## config.mk

```make
export PLATFORM = sky130hd
export DESIGN_NAME = hyperbus_rx_capture
export DESIGN_NICKNAME = d
export VERILOG_FILES = /design/src/rtl/hyperbus_rx_pkg.sv /design/src/rtl/hyperbus_rx_ddr_cap.sv /design/src/rtl/hyperbus_rx_capture.sv
export SDC_FILE = /design/constraint.sdc
export NUM_CORES = 1
export LEC_CHECK = 0
export BUFFER_PORTS_ARGS = -buffer_cell sky130_fd_sc_hd__buf_2
export CAP_MARGIN = 5
export CORE_ASPECT_RATIO = 0.6
export CORE_MARGIN = 4
export CORE_UTILIZATION = 56
export CTS_CLUSTER_DIAMETER = 60
export CTS_CLUSTER_SIZE = 16
export DETAILED_ROUTE_END_ITERATION = 8
export PLACE_DENSITY = 0.85
export SLEW_MARGIN = 5
export SYNTH_ARGS = -nofsm -noshare
export SYNTH_HDL_FRONTEND = slang
export SYNTH_SLANG_ARGS = --single-unit
```

## constraint.sdc

```tcl
create_clock -name clk_rwds -period 8.3 [get_ports clk_rwds]
set_clock_uncertainty 0.1 [all_clocks]
set_input_delay 0.415 -clock clk_rwds [delete_from_list [all_inputs] [get_ports clk_rwds]]
set_output_delay 0.415 -clock clk_rwds [all_outputs]
set_load 0.05 [all_outputs]
```

## src/rtl/hyperbus_rx_pkg.sv

```systemverilog
// Shared types and width helpers for the HyperBus read-capture front end.
package hyperbus_rx_pkg;

  typedef enum logic [1:0] {
    RX_FILL,
    RX_STREAM,
    RX_DONE
  } rx_state_e;

  localparam int unsigned DROP_CNT_W = 8;

  // One DDR beat carries a rise and a fall sample from every PHY.
  function automatic int unsigned beat_width(input int unsigned dq_width,
                                             input int unsigned num_phys);
    return num_phys * 2 * dq_width;
  endfunction

  function automatic int unsigned word_width(input int unsigned dq_width,
                                             input int unsigned num_phys,
                                             input int unsigned pack);
    return beat_width(dq_width, num_phys) * pack;
  endfunction

endpackage

```

## src/rtl/hyperbus_rx_ddr_cap.sv

```systemverilog
// DDR capture for one PHY: rise sample on posedge, fall sample on negedge.
// The beat {fall, rise} is consumed by the parent at the following rising edge.
module hyperbus_rx_ddr_cap #(
  parameter int unsigned DQ_WIDTH = 8
) (
  input  logic                  clk_rwds,
  input  logic                  resetReadModule,
  input  logic [DQ_WIDTH-1:0]   dq_i,
  output logic [2*DQ_WIDTH-1:0] beat_o
);

  logic [DQ_WIDTH-1:0] rise_q;
  logic [DQ_WIDTH-1:0] fall_q;

  // Rising-edge sample
  always_ff @(posedge clk_rwds or posedge resetReadModule) begin
    if (resetReadModule) rise_q <= '0;
    else                 rise_q <= dq_i;
  end

  // Falling-edge sample
  always_ff @(negedge clk_rwds or posedge resetReadModule) begin
    if (resetReadModule) fall_q <= '0;
    else                 fall_q <= dq_i;
  end

  assign beat_o = {fall_q, rise_q};

endmodule

```

## src/rtl/hyperbus_rx_capture.sv

```systemverilog
// HyperBus read-capture front end in the RWDS clock domain: DDR capture of
// NUM_PHYS PHYs, beat packing, burst-length tracking and a skid FIFO feeding
// the read CDC FIFO. clk_rwds cannot be stalled, so a full FIFO drops words
// and raises a sticky overflow flag.
// Optional macro HYPERBUS_RX_CAPTURE_STATS_EN enables the saturating drop
// counter and a simulation-only assertion on every drop.
module hyperbus_rx_capture
  import hyperbus_rx_pkg::*;
#(
  parameter int unsigned DQ_WIDTH   = 8,
  parameter int unsigned NUM_PHYS   = 1,
  parameter int unsigned PACK       = 1,
  parameter int unsigned SKID_DEPTH = 4,
  parameter int unsigned LEN_W      = 16
) (
  input  logic                                          clk_rwds,
  input  logic                                          resetReadModule,
  input  logic [NUM_PHYS*DQ_WIDTH-1:0]                  dq_i,
  input  logic [LEN_W-1:0]                              cfg_burst_len_i,
  input  logic                                          src_ready_i,
  output logic                                          src_valid_o,
  output logic [word_width(DQ_WIDTH, NUM_PHYS, PACK)-1:0] src_data_o,
  output logic                                          src_last_o,
  output logic                                          overflow_o,
  output logic [LEN_W-1:0]                              word_cnt_o,
  output logic                                          busy_o,
  output logic [DROP_CNT_W-1:0]                         drop_cnt_o
);

  localparam int unsigned BEAT_W = beat_width(DQ_WIDTH, NUM_PHYS);
  localparam int unsigned WORD_W = word_width(DQ_WIDTH, NUM_PHYS, PACK);
  localparam int unsigned PIDX_W = (PACK > 1) ? $clog2(PACK) : 1;
  localparam int unsigned AW     = $clog2(SKID_DEPTH);
  localparam logic [PIDX_W-1:0] PACK_LAST = PIDX_W'(PACK - 1);
  localparam logic [AW:0]       FIFO_FULL = (AW + 1)'(SKID_DEPTH);

  logic [BEAT_W-1:0] beat;

  for (genvar p = 0; p < NUM_PHYS; p++) begin : g_phy
    hyperbus_rx_ddr_cap #(
      .DQ_WIDTH(DQ_WIDTH)
    ) u_cap (
      .clk_rwds       (clk_rwds),
      .resetReadModule(resetReadModule),
      .dq_i           (dq_i[p*DQ_WIDTH +: DQ_WIDTH]),
      .beat_o         (beat[p*2*DQ_WIDTH +: 2*DQ_WIDTH])
    );
  end

  rx_state_e         state_q;
  logic [PIDX_W-1:0] pack_idx_q;
  logic [WORD_W-1:0] pack_q;
  logic [WORD_W-1:0] word_d;
  logic [LEN_W-1:0]  word_cnt_q;
  logic              overflow_q;
  logic              word_push;
  logic              word_last;
  logic              full;
  logic              pop;
  logic              push_ok;
  logic              drop;

  // Packer: drop the current beat into its slot; the word completes on the last slot
  always_comb begin
    word_d    = pack_q;
    word_push = 1'b0;
    if (state_q == RX_STREAM) begin
      for (int unsigned k = 0; k < PACK; k++) begin
        if (pack_idx_q == PIDX_W'(k)) word_d[k*BEAT_W +: BEAT_W] = beat;
      end
      word_push = (pack_idx_q == PACK_LAST);
    end
  end

  // Last-word compare uses the wrapped accepted-word count
  assign word_last = (cfg_burst_len_i != '0) && (word_cnt_q == cfg_burst_len_i - LEN_W'(1));

  // FSM, pack index and counters; DONE ignores postamble edges until reset
  always_ff @(posedge clk_rwds or posedge resetReadModule) begin
    if (resetReadModule) begin
      state_q    <= RX_FILL;
      pack_idx_q <= '0;
      pack_q     <= '0;
      word_cnt_q <= '0;
      overflow_q <= 1'b0;
    end else begin
      unique case (state_q)
        RX_FILL: state_q <= RX_STREAM;
        RX_STREAM: begin
          pack_q     <= word_d;
          pack_idx_q <= word_push ? '0 : pack_idx_q + 1'b1;
          // A dropped last word still ends the burst
          if (word_push && word_last) state_q <= RX_DONE;
        end
        default: ;
      endcase
      if (push_ok) word_cnt_q <= word_cnt_q + LEN_W'(1);
      if (drop)    overflow_q <= 1'b1;
    end
  end

  logic [WORD_W:0] mem_q [SKID_DEPTH];
  logic [AW-1:0]   wptr_q;
  logic [AW-1:0]   rptr_q;
  logic [AW:0]     count_q;

  assign full        = (count_q == FIFO_FULL);
  assign src_valid_o = (count_q != '0);
  assign pop         = src_valid_o && src_ready_i;
  // A simultaneous pop frees the slot, so a full FIFO only drops without one
  assign push_ok     = word_push && (!full || pop);
  assign drop        = word_push && full && !pop;

  // Skid FIFO storage and pointers
  always_ff @(posedge clk_rwds or posedge resetReadModule) begin
    if (resetReadModule) begin
      for (int unsigned i = 0; i < SKID_DEPTH; i++) mem_q[i] <= '0;
      wptr_q  <= '0;
      rptr_q  <= '0;
      count_q <= '0;
    end else begin
      if (push_ok) begin
        mem_q[wptr_q] <= {word_last, word_d};
        wptr_q        <= wptr_q + 1'b1;
      end
      if (pop) rptr_q <= rptr_q + 1'b1;
      count_q <= count_q + {{AW{1'b0}}, push_ok} - {{AW{1'b0}}, pop};
    end
  end

  assign {src_last_o, src_data_o} = mem_q[rptr_q];
  assign overflow_o = overflow_q;
  assign word_cnt_o = word_cnt_q;
  assign busy_o     = (state_q != RX_DONE);

`ifdef HYPERBUS_RX_CAPTURE_STATS_EN
  logic [DROP_CNT_W-1:0] drop_cnt_q;

  // Saturating dropped-word counter
  always_ff @(posedge clk_rwds or posedge resetReadModule) begin
    if (resetReadModule)                drop_cnt_q <= '0;
    else if (drop && drop_cnt_q != '1) drop_cnt_q <= drop_cnt_q + 1'b1;
  end

  assign drop_cnt_o = drop_cnt_q;

`ifndef SYNTHESIS
  // Flag every dropped word in simulation
  always_ff @(posedge clk_rwds) begin
    if (!resetReadModule) begin
      assert (!drop) else $error("hyperbus_rx_capture: word dropped, skid FIFO full");
    end
  end
`endif
`else
  assign drop_cnt_o = '0;
`endif

endmodule
```

* Word-level counts from Yosys, hierarchy flattened *
Cells that the tools add are included.

word-level totals
  bits in registers = 127
  input port bits = 27
  output and inout bits = 44

operators by class
  add/sub/neg operators = 7
  $lt $le $gt $ge = 3
  equal/unequal tests = 5
  mux-type cells = 12
  bitwise gates (word level) = 3
  reduce and logical (&&, ||, !) cells = 15

operator list
  kind                                                                           number
  68-bit bitwise mux                                                             1
  17-bit two-way mux                                                             3
  17-bit binary-select mux with 2-bit select                                     1
  17-bit demux with 2-bit select                                                 1
  16-bit two-way mux                                                             2
  16-bit by 1-bit adder with 16-bit output (second input constant)               1
  16-bit == test                                                                 1
  16-bit nonzero test                                                            1
  16-bit by 1-bit subtractor with 16-bit output (second input constant)          1
  1-bit logical AND                                                              7
  3-bit >= comparator (second input constant)                                    2
  2-bit NOT with 3-bit output                                                    2
  2-bit by 1-bit adder with 2-bit output (second input constant)                 2
  2-bit one-hot mux with 2 select lines                                          1
  3-bit by 1-bit adder with 3-bit output                                         1
  3-bit == test (second input constant)                                          1
  3-bit by 1-bit less-than comparator with 1-bit output (second input constant)  1
  3-bit nonzero test                                                             1
  3-bit by 1-bit subtractor with 3-bit output                                    1
  2-bit by 1-bit == test with 1-bit output (second input constant)               1
  1-bit zero test                                                                2
  2-bit zero test                                                                1
  1-bit two-way mux                                                              2
  2-bit two-way mux                                                              1
  other kinds (7)                                                                7

* Depth between registers and ports, before layout *
  word-level depth = 6
  gate-level depth with buffers = 9

* Cells and area by module *
A second synthesis with hierarchy kept.

second synthesis, totals
  cell total of the unflattened synthesis = 497
  area total of the unflattened synthesis = 5659.2 um^2

modules (own cells, without submodules)
  module               times used  cells an instance  area an instance (um^2)  sequential area each (um^2)
  hyperbus_rx_capture  1           480                5255.0                   2777.7
  hyperbus_rx_ddr_cap  1           17                 404.1                    400.4

==> summary.md <==
| Metric | Value |
|---|---|
| Int Pwr | around 1.1 mW |
| Worst path arrival time | 5.46 ns |
| Dpl ws | roughly 2.9 ns |
| Flop pwr share | 0.447 |
| Resized Gates After CTS | 0 |
| Yosys warning total | 0 |
| FILL cells | 699 |
| Initial antenna violation count | 0 |
| Postcts setup bufs | 0 |
| Total CTS buffers | 17 |
| Die ar. | between 0.01 and 0.015 mm2 |
| Clock buffer depth | 2 |
| RSZ-0062 raised after global routing | no |
| VDD IR-drop max | roughly 0.17 mV |
| Largest net degree at the start of global routing | 78 |
| Hold Path Class | in -> reg |
| Hold Crit Depth | 1 |
| Critical Path Max Stage Delay | approximately 0.42 ns |
| Io pins | just over 70 |
| WL per Instance | roughly 18 um |
| GR Overflow Total | 0 |
| PwrDens | ~230 mW/mm2 |
| First-pass iteration count of the detailed router | 4 |
| First-pass GRT wire length | 21.5 mm |
| Psw | 376 uW |
| Type of element launching the critical path | flip-flop |
| Detailed Route WL | ~13 mm |
| # DRC | 0 |
| Clock sink total | ~130 |
| Setup TNS | 0 ns |
| DP Wirelength | between 8 and 9 mm |
| Initial DRC Count | 352 |
| Vias in the first global route | between 4000 and 5000 |
| Gr usage total | 0.245 |
| Setup Viol. Count Final | 0 |
| Total Nets Final | roughly 600 |
| R2R Path Start | g_phy[0].u_cap.fall_q[5] |
| CORE AREA | between 0.009 and 0.01 mm2 |
| Comb pwr share | 0.106 |
| Reg area | ~0.0032 mm2 |
| Ys async rst share | 1.00 |
| Cell Rows | 28 |
| Hold Fails Final Rpt | 0 |
| Area grow syn2layout | 16.6% |
| Maximum fanout along the worst path | 5 |
| Vias per cell | 5.72 |
| Routability cong. | between 0.8 and 0.9 |
| Status | finished, final reports clean |
| Max_cap viols | 0 |
| Max Slew Vio Count | 0 |
| Worst Slack Setup Final | between 3 and 4 ns |
| Ys flop type | dfrtp_1 |
| # diodes | 0 |
| Synthesized area | around 0.0056 mm2 |
| Crit path required time | 8.47 ns |
| Clk Latency, worst-skew pair | about 0.4 ns |
| Lkg Pwr | 3.21 nW |
| Clock share of power | 0.447 |
| Hold_sp | dq_i[0] |
| Layout cells sized above 1 | 0.220 |
| Hold-fix buffers, CTS | 0 |
| Reg clk slew, reported paths | approximately 0.05 ns |
| Number of I/O port buffers | between 60 and 70 |
| Die height | between 80 and 90 um |
| Post-synth cell types | 53 |
| Slew margin rel. | 0.339 |
| CTS tree | built |
| Yosys reg bits | 127 |
| Synth Instances | 497 |
| Reg2reg path depth | 2 |
| Sw frac | 0.251 |
| Multi-input gate area | approximately 0.0022 mm2 |
| Worst Setup SP | g_phy[0].u_cap.fall_q[5] |
| Cell breakdown of the critical path | mux2i_1 -> o21ai_1 |
| Pwr Total | 1.50 mW |
| H-tree depth | 4 |
| CP Capture Type | flip-flop |
| CTS root buffer | clkbuf_16 |
| CP max-delay cell | mux2i_1 |
| Starting Density | 0.573 |
| Register area share after synthesis | 0.563 |
| Worst-Margin Slew | 0.991 ns |
| Synthesized area per cell | 11.4 um2 |
| Die Span X | 138 um |
| Post-synth EDFFs | 0 |
| Routed vias | about 4000 |
| Crit path kind | reg -> reg |
| Final ANT Viol Nets | 0 |
==> registers in the layout, indices dropped and copies added (netlist names), 3 cells and up <==
signal	flops
mem_q	68
pack_q	16
word_cnt_o	16
g_phy.u_cap.fall_q	8
g_phy.u_cap.rise_q	8
count_q	3
==> cells in the mapped netlist (all sizes together), types with 8 or more instances <==
cell | number | area (um2)
ha | 8 | 100
xnor2 | 26 | 228
nor2 | 13 | 51.3
dfrtp | 119 | 2980
inv | 29 | 109
mux4 | 17 | 383
buf | 13 | 88.8
o21ai | 67 | 335
dfrtn | 8 | 200
clkbuf | 19 | 71.3
mux2i | 17 | 170
nand2 | 79 | 297
xor2 | 15 | 131
==> critical path, delay by kind of cell, from the launching register on <==
kind	cells	cell delay (ns)
mux	1	0.42
flops	1	0.34
compound gates	1	0.17
==> routing by layer <==
metal,global-route usage,up-vias,part of all wire
li1,-,1821,-
met1,0.329,2028,0.44
met2,0.375,178,0.47
met3,0.0932,32,0.070
met4,0.0752,0,0.020
met5,0,-,0
==> path summary, 6_finish.rpt <==
path                                       endpoint  slack, ns
hold reg to reg                          overflow_o       0.36
hold / removal             g_phy[0].u_cap.rise_q[0]       0.02
setup reg to reg                          mem_q[13]       3.00
min in group asynchronous  g_phy[0].u_cap.rise_q[1]       0.10
setup / recovery                          mem_q[13]       3.00
max in group asynchronous  g_phy[0].u_cap.fall_q[7]       3.33
==> cells in the final DEF (no fill, tap or decap), types with 6 or more instances in the layout <==
| master | count |
|---|---|
| buf_2 | 62 |
| buf_4 | 8 |
| clkbuf_1 | 6 |
| clkbuf_16 | 17 |
| clkinv_2 | 6 |
| conb_1 | 8 |
| dfrtn_1 | 8 |
| dfrtp_1 | 119 |
| ha_1 | 8 |
| inv_1 | 25 |
| mux2i_1 | 17 |
| mux4_2 | 17 |
| nand2_1 | 79 |
| nand3_1 | 7 |
| nor2_1 | 12 |
| o21ai_1 | 65 |
| xnor2_1 | 26 |
| xor2_1 | 15 |
==> power groups by stage <==
stage | sequential [mW] | combinational [mW] | clock, mW
2_1_floorplan | 0.656 | 0.139 | 0
3_3_place_gp | 0.678 | 0.153 | 0
3_5_place_dp | 0.680 | 0.161 | 0
4_1_cts | 0.669 | 0.161 | 0.676
5_1_grt | 0.673 | 0.175 | 0.707
6_report | 0.670 | 0.159 | 0.669
==> final cells by class <==
type / count / share of cell area
inverters: 29 / 0.0169
clock inverters: 8 / 0.0105
repair buffers: 70 / 0.0563
well taps: 135 / 0.0257
flip-flops and latches: 127 / 0.483
multi-input cells: 316 / 0.338
clock buffers: 24 / 0.0701
==> through the flow <==
stage                     utilization  hold WS [ns]  cells  instance area [um2]
final                           0.669        0.0192    709                 6580
after global routing            0.669        0.0135    709                 6580
after CTS                       0.669        0.0107    709                 6580
after detailed placement        0.615         0.347    677                 6050
after global placement          0.615         0.343    677                 6050
after floorplan                     -         0.343    504                 5670
==> cells by family (layout without fill, tap and decap cells) <==
kind of cell    after synthesis  after routing  synth area share
compound gates               86             86            0.0864
xor+xnor                     41             41            0.0636
fa+ha+maj                     9              9            0.0213
buf+inv                      61            131            0.0476
flops                       127            127             0.563
mux                          35             35             0.100
other cells                   1              8          0.000664
simple gates                137            137             0.117
(Power assumes the default switching activity.)
